`src/rtl/xoodyak_block_packer_if.sv`:
```
// Word-stream input and block output bundle for the Xoodyak block packer.
// master = feeder/core side, slave = packer.
interface xoodyak_block_packer_if #(
    parameter int BLK_W = 352
);
    logic             in_valid;
    logic             in_ready;
    logic [31:0]      in_word;
    logic [2:0]       in_bytes;
    logic             in_last;
    logic [4:0]       in_cmd;

    logic             blk_valid;
    logic             blk_ready;
    logic [BLK_W-1:0] blk_data;
    logic [4:0]       blk_opmode;
    logic [5:0]       blk_nbytes;
    logic             blk_first;
    logic             blk_last;
    logic             err;

    modport master (
        output in_valid, in_word, in_bytes, in_last, in_cmd, blk_ready,
        input  in_ready, blk_valid, blk_data, blk_opmode, blk_nbytes,
               blk_first, blk_last, err
    );

    modport slave (
        input  in_valid, in_word, in_bytes, in_last, in_cmd, blk_ready,
        output in_ready, blk_valid, blk_data, blk_opmode, blk_nbytes,
               blk_first, blk_last, err
    );
endinterface

```
`src/rtl/xoodyak_block_packer.sv`:
```
// Packs a byte-counted 32-bit word stream MSB-first into rate-sized blocks
// for the Xoodyak core. One message per command; capacity follows the
// latched opmode.
//
// state  | meaning
// IDLE   | waiting for the first word of a message
// FILL   | message in progress, collecting words into the block
// EMIT   | block presented on blk_*, input stalled until accepted
module xoodyak_block_packer #(
    parameter int BLK_W       = 352,
    parameter int KEY_BYTES   = 16,
    parameter int ABS_K_BYTES = 44,
    parameter int ABS_H_BYTES = 16,
    parameter int CRYPT_BYTES = 24
) (
    input logic                  eph1,
    input logic                  reset,
    xoodyak_block_packer_if.slave bus
);

    typedef enum logic [1:0] {S_IDLE, S_FILL, S_EMIT} state_t;

    state_t           state_q, state_d;
    logic [5:0]       ptr_q, ptr_d;
    logic [BLK_W-1:0] data_q, data_d;
    logic [4:0]       cmd_q, cmd_d;
    logic             first_q, first_d;
    logic             last_q, last_d;
    logic             err_q, err_d;

    logic [4:0]       wr_cmd;
    logic [5:0]       cap;
    logic [6:0]       sum;
    logic [5:0]       ptr_nx;
    logic [31:0]      mask;
    logic [BLK_W-1:0] wr_ext;
    logic             bad;
    logic             in_fire;

    function automatic logic [5:0] cap_of(input logic [4:0] c);
        case (c[3:0])
            4'd0, 4'd1: return 6'(KEY_BYTES);
            4'd2, 4'd3: return c[4] ? 6'(ABS_H_BYTES) : 6'(ABS_K_BYTES);
            4'd4, 4'd5: return 6'(CRYPT_BYTES);
            default:    return 6'd0;
        endcase
    endfunction

    assign bus.in_ready   = reset & (state_q != S_EMIT);
    assign bus.blk_valid  = (state_q == S_EMIT);
    assign bus.blk_data   = data_q;
    assign bus.blk_opmode = cmd_q;
    assign bus.blk_nbytes = ptr_q;
    assign bus.blk_first  = first_q;
    assign bus.blk_last   = last_q;
    assign bus.err        = err_q;

    assign in_fire = bus.in_valid & bus.in_ready;

    // Byte placement, error detection and next-state selection.
    always_comb begin
        state_d = state_q;
        ptr_d   = ptr_q;
        data_d  = data_q;
        cmd_d   = cmd_q;
        first_d = first_q;
        last_d  = last_q;
        err_d   = err_q;

        // The first word of a message is judged against its own cmd,
        // which is not latched until the transfer edge.
        wr_cmd = (state_q == S_IDLE) ? bus.in_cmd : cmd_q;
        cap    = cap_of(wr_cmd);
        sum    = {1'b0, ptr_q} + {4'b0000, bus.in_bytes};
        bad    = (bus.in_bytes > 3'd4) ||
                 ((bus.in_bytes < 3'd4) && !bus.in_last) ||
                 ((cap == 6'd0) && (bus.in_bytes != 3'd0)) ||
                 (sum > {1'b0, cap});
        // Keep only the left-justified valid bytes so unused block bytes stay 0.
        mask   = ~(32'hffff_ffff >> {bus.in_bytes, 3'b000});
        wr_ext = {bus.in_word & mask, {(BLK_W-32){1'b0}}} >> {ptr_q, 3'b000};
        ptr_nx = bad ? ptr_q : sum[5:0];

        case (state_q)
            S_IDLE, S_FILL: begin
                if (in_fire) begin
                    if (state_q == S_IDLE) begin
                        cmd_d   = bus.in_cmd;
                        first_d = 1'b1;
                    end
                    if (bad) begin
                        err_d = 1'b1;
                    end else begin
                        data_d = data_q | wr_ext;
                        ptr_d  = sum[5:0];
                    end
                    last_d  = bus.in_last;
                    state_d = (bus.in_last || (ptr_nx == cap)) ? S_EMIT : S_FILL;
                end
            end
            S_EMIT: begin
                if (bus.blk_ready) begin
                    data_d  = '0;
                    ptr_d   = 6'd0;
                    first_d = 1'b0;
                    state_d = last_q ? S_IDLE : S_FILL;
                end
            end
            default: state_d = S_IDLE;
        endcase
    end

    // State and datapath registers; reset discards any partial or pending block.
    always_ff @(posedge eph1 or negedge reset) begin
        if (!reset) begin
            state_q <= S_IDLE;
            ptr_q   <= 6'd0;
            data_q  <= '0;
            cmd_q   <= 5'd0;
            first_q <= 1'b0;
            last_q  <= 1'b0;
            err_q   <= 1'b0;
        end else begin
            state_q <= state_d;
            ptr_q   <= ptr_d;
            data_q  <= data_d;
            cmd_q   <= cmd_d;
            first_q <= first_d;
            last_q  <= last_d;
            err_q   <= err_d;
        end
    end

endmodule
```
`src/flat_wrapper.sv`:
```
// flat-port wrapper written by rule: the top's interface ports become plain ports
module xoodyak_block_packer_flat 
#(
    parameter int BLK_W       = 352,
    parameter int KEY_BYTES   = 16,
    parameter int ABS_K_BYTES = 44,
    parameter int ABS_H_BYTES = 16,
    parameter int CRYPT_BYTES = 24
)
  (eph1, reset, bus_in_valid, bus_in_word, bus_in_bytes, bus_in_last, bus_in_cmd, bus_blk_ready, bus_in_ready, bus_blk_valid, bus_blk_data, bus_blk_opmode, bus_blk_nbytes, bus_blk_first, bus_blk_last, bus_err);
  xoodyak_block_packer_if #(.BLK_W(BLK_W)) bus_i ();
  input logic eph1;
  input logic reset;
  input wire logic [$bits(bus_i.in_valid)-1:0] bus_in_valid;
  input wire logic [$bits(bus_i.in_word)-1:0] bus_in_word;
  input wire logic [$bits(bus_i.in_bytes)-1:0] bus_in_bytes;
  input wire logic [$bits(bus_i.in_last)-1:0] bus_in_last;
  input wire logic [$bits(bus_i.in_cmd)-1:0] bus_in_cmd;
  input wire logic [$bits(bus_i.blk_ready)-1:0] bus_blk_ready;
  output wire logic [$bits(bus_i.in_ready)-1:0] bus_in_ready;
  output wire logic [$bits(bus_i.blk_valid)-1:0] bus_blk_valid;
  output wire logic [$bits(bus_i.blk_data)-1:0] bus_blk_data;
  output wire logic [$bits(bus_i.blk_opmode)-1:0] bus_blk_opmode;
  output wire logic [$bits(bus_i.blk_nbytes)-1:0] bus_blk_nbytes;
  output wire logic [$bits(bus_i.blk_first)-1:0] bus_blk_first;
  output wire logic [$bits(bus_i.blk_last)-1:0] bus_blk_last;
  output wire logic [$bits(bus_i.err)-1:0] bus_err;
  assign bus_i.in_valid = bus_in_valid;
  assign bus_i.in_word = bus_in_word;
  assign bus_i.in_bytes = bus_in_bytes;
  assign bus_i.in_last = bus_in_last;
  assign bus_i.in_cmd = bus_in_cmd;
  assign bus_i.blk_ready = bus_blk_ready;
  assign bus_in_ready = bus_i.in_ready;
  assign bus_blk_valid = bus_i.blk_valid;
  assign bus_blk_data = bus_i.blk_data;
  assign bus_blk_opmode = bus_i.blk_opmode;
  assign bus_blk_nbytes = bus_i.blk_nbytes;
  assign bus_blk_first = bus_i.blk_first;
  assign bus_blk_last = bus_i.blk_last;
  assign bus_err = bus_i.err;
  xoodyak_block_packer #(.BLK_W(BLK_W), .KEY_BYTES(KEY_BYTES), .ABS_K_BYTES(ABS_K_BYTES), .ABS_H_BYTES(ABS_H_BYTES), .CRYPT_BYTES(CRYPT_BYTES)) u_core (.eph1(eph1), .reset(reset), .bus(bus_i));
endmodule
```
`config.mk`:
```
export PLATFORM = sky130hd
export DESIGN_NAME = xoodyak_block_packer_flat
export DESIGN_NICKNAME = d
export VERILOG_FILES = /design/src/rtl/xoodyak_block_packer_if.sv /design/src/rtl/xoodyak_block_packer.sv /design/src/flat_wrapper.sv
export SDC_FILE = /design/constraint.sdc
export NUM_CORES = 1
export LEC_CHECK = 0
export CORE_UTILIZATION = 39
export CTS_CLUSTER_SIZE = 8
export DETAILED_ROUTE_END_ITERATION = 8
export GPL_TIMING_DRIVEN = 1
export PLACE_DENSITY = 0.74
export SYNTH_ARGS = -nofsm -noshare
export SYNTH_HDL_FRONTEND = slang
export SYNTH_SLANG_ARGS = --single-unit
```
`constraint.sdc`:
```
create_clock -name eph1 -period 5.7 [get_ports eph1]
set_input_delay 1.14 -clock eph1 [delete_from_list [all_inputs] [get_ports eph1]]
set_output_delay 1.14 -clock eph1 [all_outputs]
set_load 0.1 [all_outputs]
```
Word-level counts from Yosys, hierarchy flattened --
Index checks and enable logic that the tools add are counted.
Cells by class: $add $sub $neg 1, magnitude comparators 3, eq/ne operators 13, shift operators 2, multiplexer cells 20, bitwise logic cells 5, reductions and logical operators 22
Operators by type and width (number):
- $mux W352 | 3
- $pmux W352 S2 | 1
- $or A352 B352 Y352 | 1
- $shr A352 B9 Y352 | 1
- $and A32 B32 Y32 | 1
- $not A32 Y32 | 1
- $shr A32 B6 Y32 const A | 1
- $mux W6 | 4
- $pmux W6 S3 | 1
- $pmux W6 S2 | 1
- $eq A4 B2 Y1 const B | 2
- $eq A4 B3 Y1 const B | 2
- $reduce_and A4 Y1 | 2
- $reduce_or A2 Y1 | 4
- $add A6 B3 Y7 | 1
- $gt A7 B6 Y1 | 1
- $eq A6 B6 Y1 | 1
- $logic_not A6 Y1 | 1
- $mux W2 | 3
- $ne A2 B2 Y1 const B | 3
- $reduce_and A3 Y1 | 2
- $mux W5 | 1
- $eq A4 B1 Y1 const B | 1
- $logic_not A4 Y1 | 1
- other kinds (16) | 26
Storage, ports and cells: bits in registers 368, output and inout port bits 368, word-level logic and storage cells 73

Longest topological paths before layout --
depth after elaboration 15, gate-level depth with buffers 17

Least setup slack after synthesis --
OpenSTA, ideal clock, no wires.
path kind register to output, start reg u_core.state_q[1], end out bus_in_ready, arrival 2.953 ns, path slack 1.607 ns, cell stages (with the launch flop) 5, buffers on the path 1, cells stage by stage dfrtp_1 > clkbuf_1 > inv_1 > nor2_1 > nor2b_1
On the way: longest elaborated chain between the ends 2
Ends and longest elaborated chain:
- from (decl) | RTL line xoodyak_block_packer.sv:23 | state_t state_q, state_d;
- from (signal assigned) | RTL line xoodyak_block_packer.sv:124 | state_q <= state_d;
- $ne A2 B2 Y1 | RTL line xoodyak_block_packer.sv:49 | assign bus.in_ready = reset & (state_q != S_EMIT);
- $and A1 B1 Y1 | RTL line xoodyak_block_packer.sv:49
- to (decl) | RTL line flat_wrapper.sv:20 | output wire logic [$bits(bus_i.in_ready)-1:0] bus_in_ready;
Every way passes these cells.

Worst setup path after layout --
start in bus_in_bytes[0], end reg u_core.data_q[181] (netlist: u_core.bus.blk_data[181])
On the way: longest elaborated chain between the ends 8
Ends and longest elaborated chain:
- from (decl) | RTL line flat_wrapper.sv:16 | input wire logic [$bits(bus_i.in_bytes)-1:0] bus_in_bytes;
- $shr A32 B6 Y32 | RTL line xoodyak_block_packer.sv:80 | mask = ~(32'hffff_ffff >> {bus.in_bytes, 3'b000});
- $not A32 Y32 | RTL line xoodyak_block_packer.sv:80
- $and A32 B32 Y32 | RTL line xoodyak_block_packer.sv:81 | wr_ext = {bus.in_word & mask, {(BLK_W-32){1'b0}}} >> {ptr_q, 3'b000};
- $shr A352 B9 Y352 | RTL line xoodyak_block_packer.sv:81
- $or A352 B352 Y352 | RTL line xoodyak_block_packer.sv:94 | data_d = data_q | wr_ext;
- $mux W352 | RTL line xoodyak_block_packer.sv:91 | if (bad) begin
- $mux W352 | RTL line xoodyak_block_packer.sv:86 | if (in_fire) begin
- $pmux W352 S2 | RTL line xoodyak_block_packer.sv:84 | case (state_q)
- to (signal assigned) | RTL line xoodyak_block_packer.sv:126 | data_q <= data_d;
- to (decl) | RTL line xoodyak_block_packer.sv:25 | logic [BLK_W-1:0] data_q, data_d;
Parallel ways exist; a longest one is shown, timed or not. The select of a mux whose other input is x is not followed. A chain may end at the register's enable or synchronous reset.

==> results.sh <==
export IMPL_path_cells="clkdlybuf4s50_1, ha_1, fa_1, a21o_1, nand2_1, xnor2_1, ha_1, nand2_1, o21bai_1, a2bb2oi_1, o31a_1, or2_1, nor3_4, buf_12, a21oi_1, nor2_1"
export IMPL_grt_max_degree=171
export IMPL_p_seq_frac=0.264
export IMPL_grt_usage=0.291
export IMPL_ctsHoldBuffers=0
export IMPL_cts_repair_resized=0
export IMPL_p_per_area_mw_per_mm2=609
export IMPL_ant_nets=0
export IMPL_fillers=3355
export IMPL_ys_seq_elements=368
export IMPL_io_pins=413
export IMPL_vias_per_cell=5.73
export IMPL_yosysUniqueCellTypes=52
export IMPL_final_cell_mix="clkdlybuf4s50_1, nor2_1, dfrtp_1, a21oi_1, o22ai_1"
export IMPL_power_frac_clock=0.212
export IMPL_syn_area_per_cell_sq_um=9.67
export IMPL_clock_root_buffer="clkbuf_16"
export IMPL_grt_pass1_vias=14100
export IMPL_layout_commonest_cell="clkdlybuf4s50_1"
export IMPL_dr_first_iter_drc_count=1324
export IMPL_cp_arrival_ns=5.32
export IMPL_grt_remaining_overflow=0
export IMPL_area_growth_pct=39.2
export IMPL_cts_made_buffers=52
export IMPL_mappedNetlistNets=1646
export IMPL_slew_headroom=0.215
export IMPL_tns_ns=0
export IMPL_cp_max_fo=40
export IMPL_hold_viol_final=0
export IMPL_core_area_sq_mm=0.0388
export IMPL_p_comb_frac=0.523
export IMPL_path_clk_slew_ns=0.05
export IMPL_leakagePower_nw=9.89
export IMPL_worstHoldPathType="flop to flop"
export IMPL_die_x_um=201
export IMPL_syn_area_sq_mm=0.0154
export IMPL_peakVddDrop_v=0.000382
export IMPL_grt_setup_unrepaired="no"
export IMPL_outcome="finished, final reports clean"
export IMPL_swShare=0.525
export IMPL_slew_violations=0
export IMPL_firstDrtPassIters=6
export IMPL_n_antenna_cell=0
export IMPL_max_cap_violations=0
export IMPL_p_sw_mw=6.86
export IMPL_synth_ff_type="dfrtp_1"
export IMPL_die_area_sq_mm=0.0403
export IMPL_worst_skew_pair_late_latency_ns=0.58
export IMPL_ys_warnings_count=0
export IMPL_drc=0
export IMPL_wl_per_cell_um=23.8
export IMPL_critical_path_required_ns=6.13
export IMPL_row_count=72
export IMPL_setup_violations=0
export IMPL_initial_core_util=0.397
export IMPL_ctsHtreeMaxLevel=2
export IMPL_fin_crit_ns=4.89
export IMPL_portBuffers=412
export IMPL_critPathLaunchType="primary input"
export IMPL_skew_ns=0.0125
export IMPL_fin_nets=2030
export IMPL_critical_path_class="primary input to flop"
export IMPL_layout_drive_gt1_share=0.0616
export IMPL_fmax_ghz=0.204
export IMPL_multi_input_area_sq_mm=0.00568
export IMPL_gp_congestion=0.963
export IMPL_post_cts_buffers=0
export IMPL_syn_inst=1593
export IMPL_fin_crit_sh=0.858
export IMPL_placed_area_sq_mm=0.0200
export IMPL_critPathCaptureType="flop"
export IMPL_async_flop_share=1.00
export IMPL_regArea_sq_mm=0.00921
export IMPL_fin_area_sq_mm=0.0214
export IMPL_vias=14300
export IMPL_hpwl_um=41800
export IMPL_cp_slowest_stage_delay_ns=0.90
export IMPL_wirelength_um=59500
export IMPL_tritoncts="yes"
export IMPL_grt_pass1_wl_um=89000
export IMPL_antenna_found_initial=2
export IMPL_die_y_um=201
export IMPL_cp_slowest_cell="or2_1"
export IMPL_tightest_slew_ns=1.18
export IMPL_intPower_mw=6.21
export IMPL_synth_edff_count=0
export IMPL_cts_sinks=368
export IMPL_ys_seq_area_frac=0.598
export IMPL_clockBufferDepth=3
==> through the flow <==
stage / hold slack (ns) / std cells / util / power, mW / setup WS, ns
floorplan: 0.625 / 1593 / - / 8.41 / 1.61
global placement: 0.459 / 2441 / 0.516 / 10.2 / 0.397
detailed placement: 0.463 / 2441 / 0.516 / 10.3 / 0.274
CTS: 0.484 / 2499 / 0.552 / 13.1 / 0.877
global route: 0.501 / 2499 / 0.552 / 13.5 / 0.505
finish: 0.481 / 2499 / 0.552 / 13.1 / 0.809
==> path summary, 6_finish.rpt <==
| kind | start | cells after the start | slack (ns) | end |
|---|---|---|---|---|
| max | bus_in_bytes[0] | 16 | 0.81 | u_core.bus.blk_data[181]$_DFFE_PN0P_ |
| min reg2reg | u_core.bus.err$_DFFE_PN0P_ | 1 | 0.48 | u_core.bus.err$_DFFE_PN0P_ |
| min | u_core.bus.err$_DFFE_PN0P_ | 1 | 0.48 | u_core.bus.err$_DFFE_PN0P_ |
| max reg2reg | u_core.bus.blk_nbytes[1]$_DFFE_PN0P_ | 15 | 1.51 | u_core.bus.blk_data[181]$_DFFE_PN0P_ |
| max in group asynchronous | reset | 2 | 3.86 | u_core.bus.blk_data[56]$_DFFE_PN0P_ |
| min in group asynchronous | reset | 1 | 0.49 | u_core.bus.blk_data[184]$_DFFE_PN0P_ |
==> cell usage after synthesis (3+ instances only) <==
cell type	instances	area [sq um]
dfrtp_1	368	9210
nor3_4	5	81.3
nand2b_1	9	56.3
clkbuf_1	77	289
o22ai_1	97	607
inv_1	16	60.1
a21oi_1	316	1580
buf_1	12	45.0
nand3_1	9	45.0
nor3_1	12	60.1
buf_2	21	105
nor3_2	5	50.1
or3_1	5	31.3
a31oi_1	51	319
a21o_1	14	105
nor2_1	379	1420
nand4_1	4	25.0
a32o_1	11	110
ha_1	7	87.6
mux2i_1	12	120
a32oi_1	8	70.1
nand2_1	69	259
nor2_4	3	33.8
o22a_1	8	70.1
or2_2	6	37.5
buf_4	5	37.5
mux2_2	5	56.3
o21ai_0	13	65.1
nor2b_1	14	87.6
==> layer usage <==
layer	vias up	share of wire	global-route usage
met5	-	0.00050	0
met4	4	0.047	0.132
met3	156	0.10	0.0933
met2	775	0.45	0.442
met1	7064	0.41	0.381
li1	6316	-	-
==> layout make-up <==
class,count,share of cell area
well taps,518,0.0302
clock buffers,56,0.0628
multi-input cells,1093,0.265
flip-flops and latches,368,0.430
inverters,16,0.00280
clock inverters,2,0.00233
repair buffers,446,0.207
==> registers in the layout, summed over array words and instances, names as in the netlist <==
signal                 cells
u_core.state_q             2
u_core.bus.blk_last        1
u_core.bus.blk_data      352
u_core.bus.err             1
u_core.bus.blk_opmode      5
u_core.bus.blk_first       1
u_core.bus.blk_nbytes      6
==> power by group through the flow <==
stage          logic [mW]  registers (mW)  clock network, mW
2_1_floorplan        1.41            6.99                  0
3_3_place_gp         6.77            3.45                  0
3_5_place_dp         6.81            3.47                  0
4_1_cts              6.83            3.45               2.83
5_1_grt              7.08            3.51               2.93
6_report             6.84            3.45               2.78
==> logic make-up (layout without fill, tap and decap cells) <==
family,count (synthesis),in the layout,share of synthesized area
AOI/OAI and AO/OA,531,531,0.197
xor gates and xnor gates,4,4,0.00227
adders and majority gates,8,8,0.00699
buffers and inverters,132,520,0.0356
DFF,368,368,0.598
muxes,17,17,0.0115
and+or+nand+nor,533,533,0.149
==> critical path, delay by kind of cell <==
kind,cells,cell delay [ns]
AO/OA/AOI/OAI,5,1.05
buffers and inverters,2,0.73
adder cells (fa/ha/maj),3,0.99
AND/OR/NAND/NOR,5,1.26
XOR/XNOR,1,0.09
(Power assumes the default switching activity.)
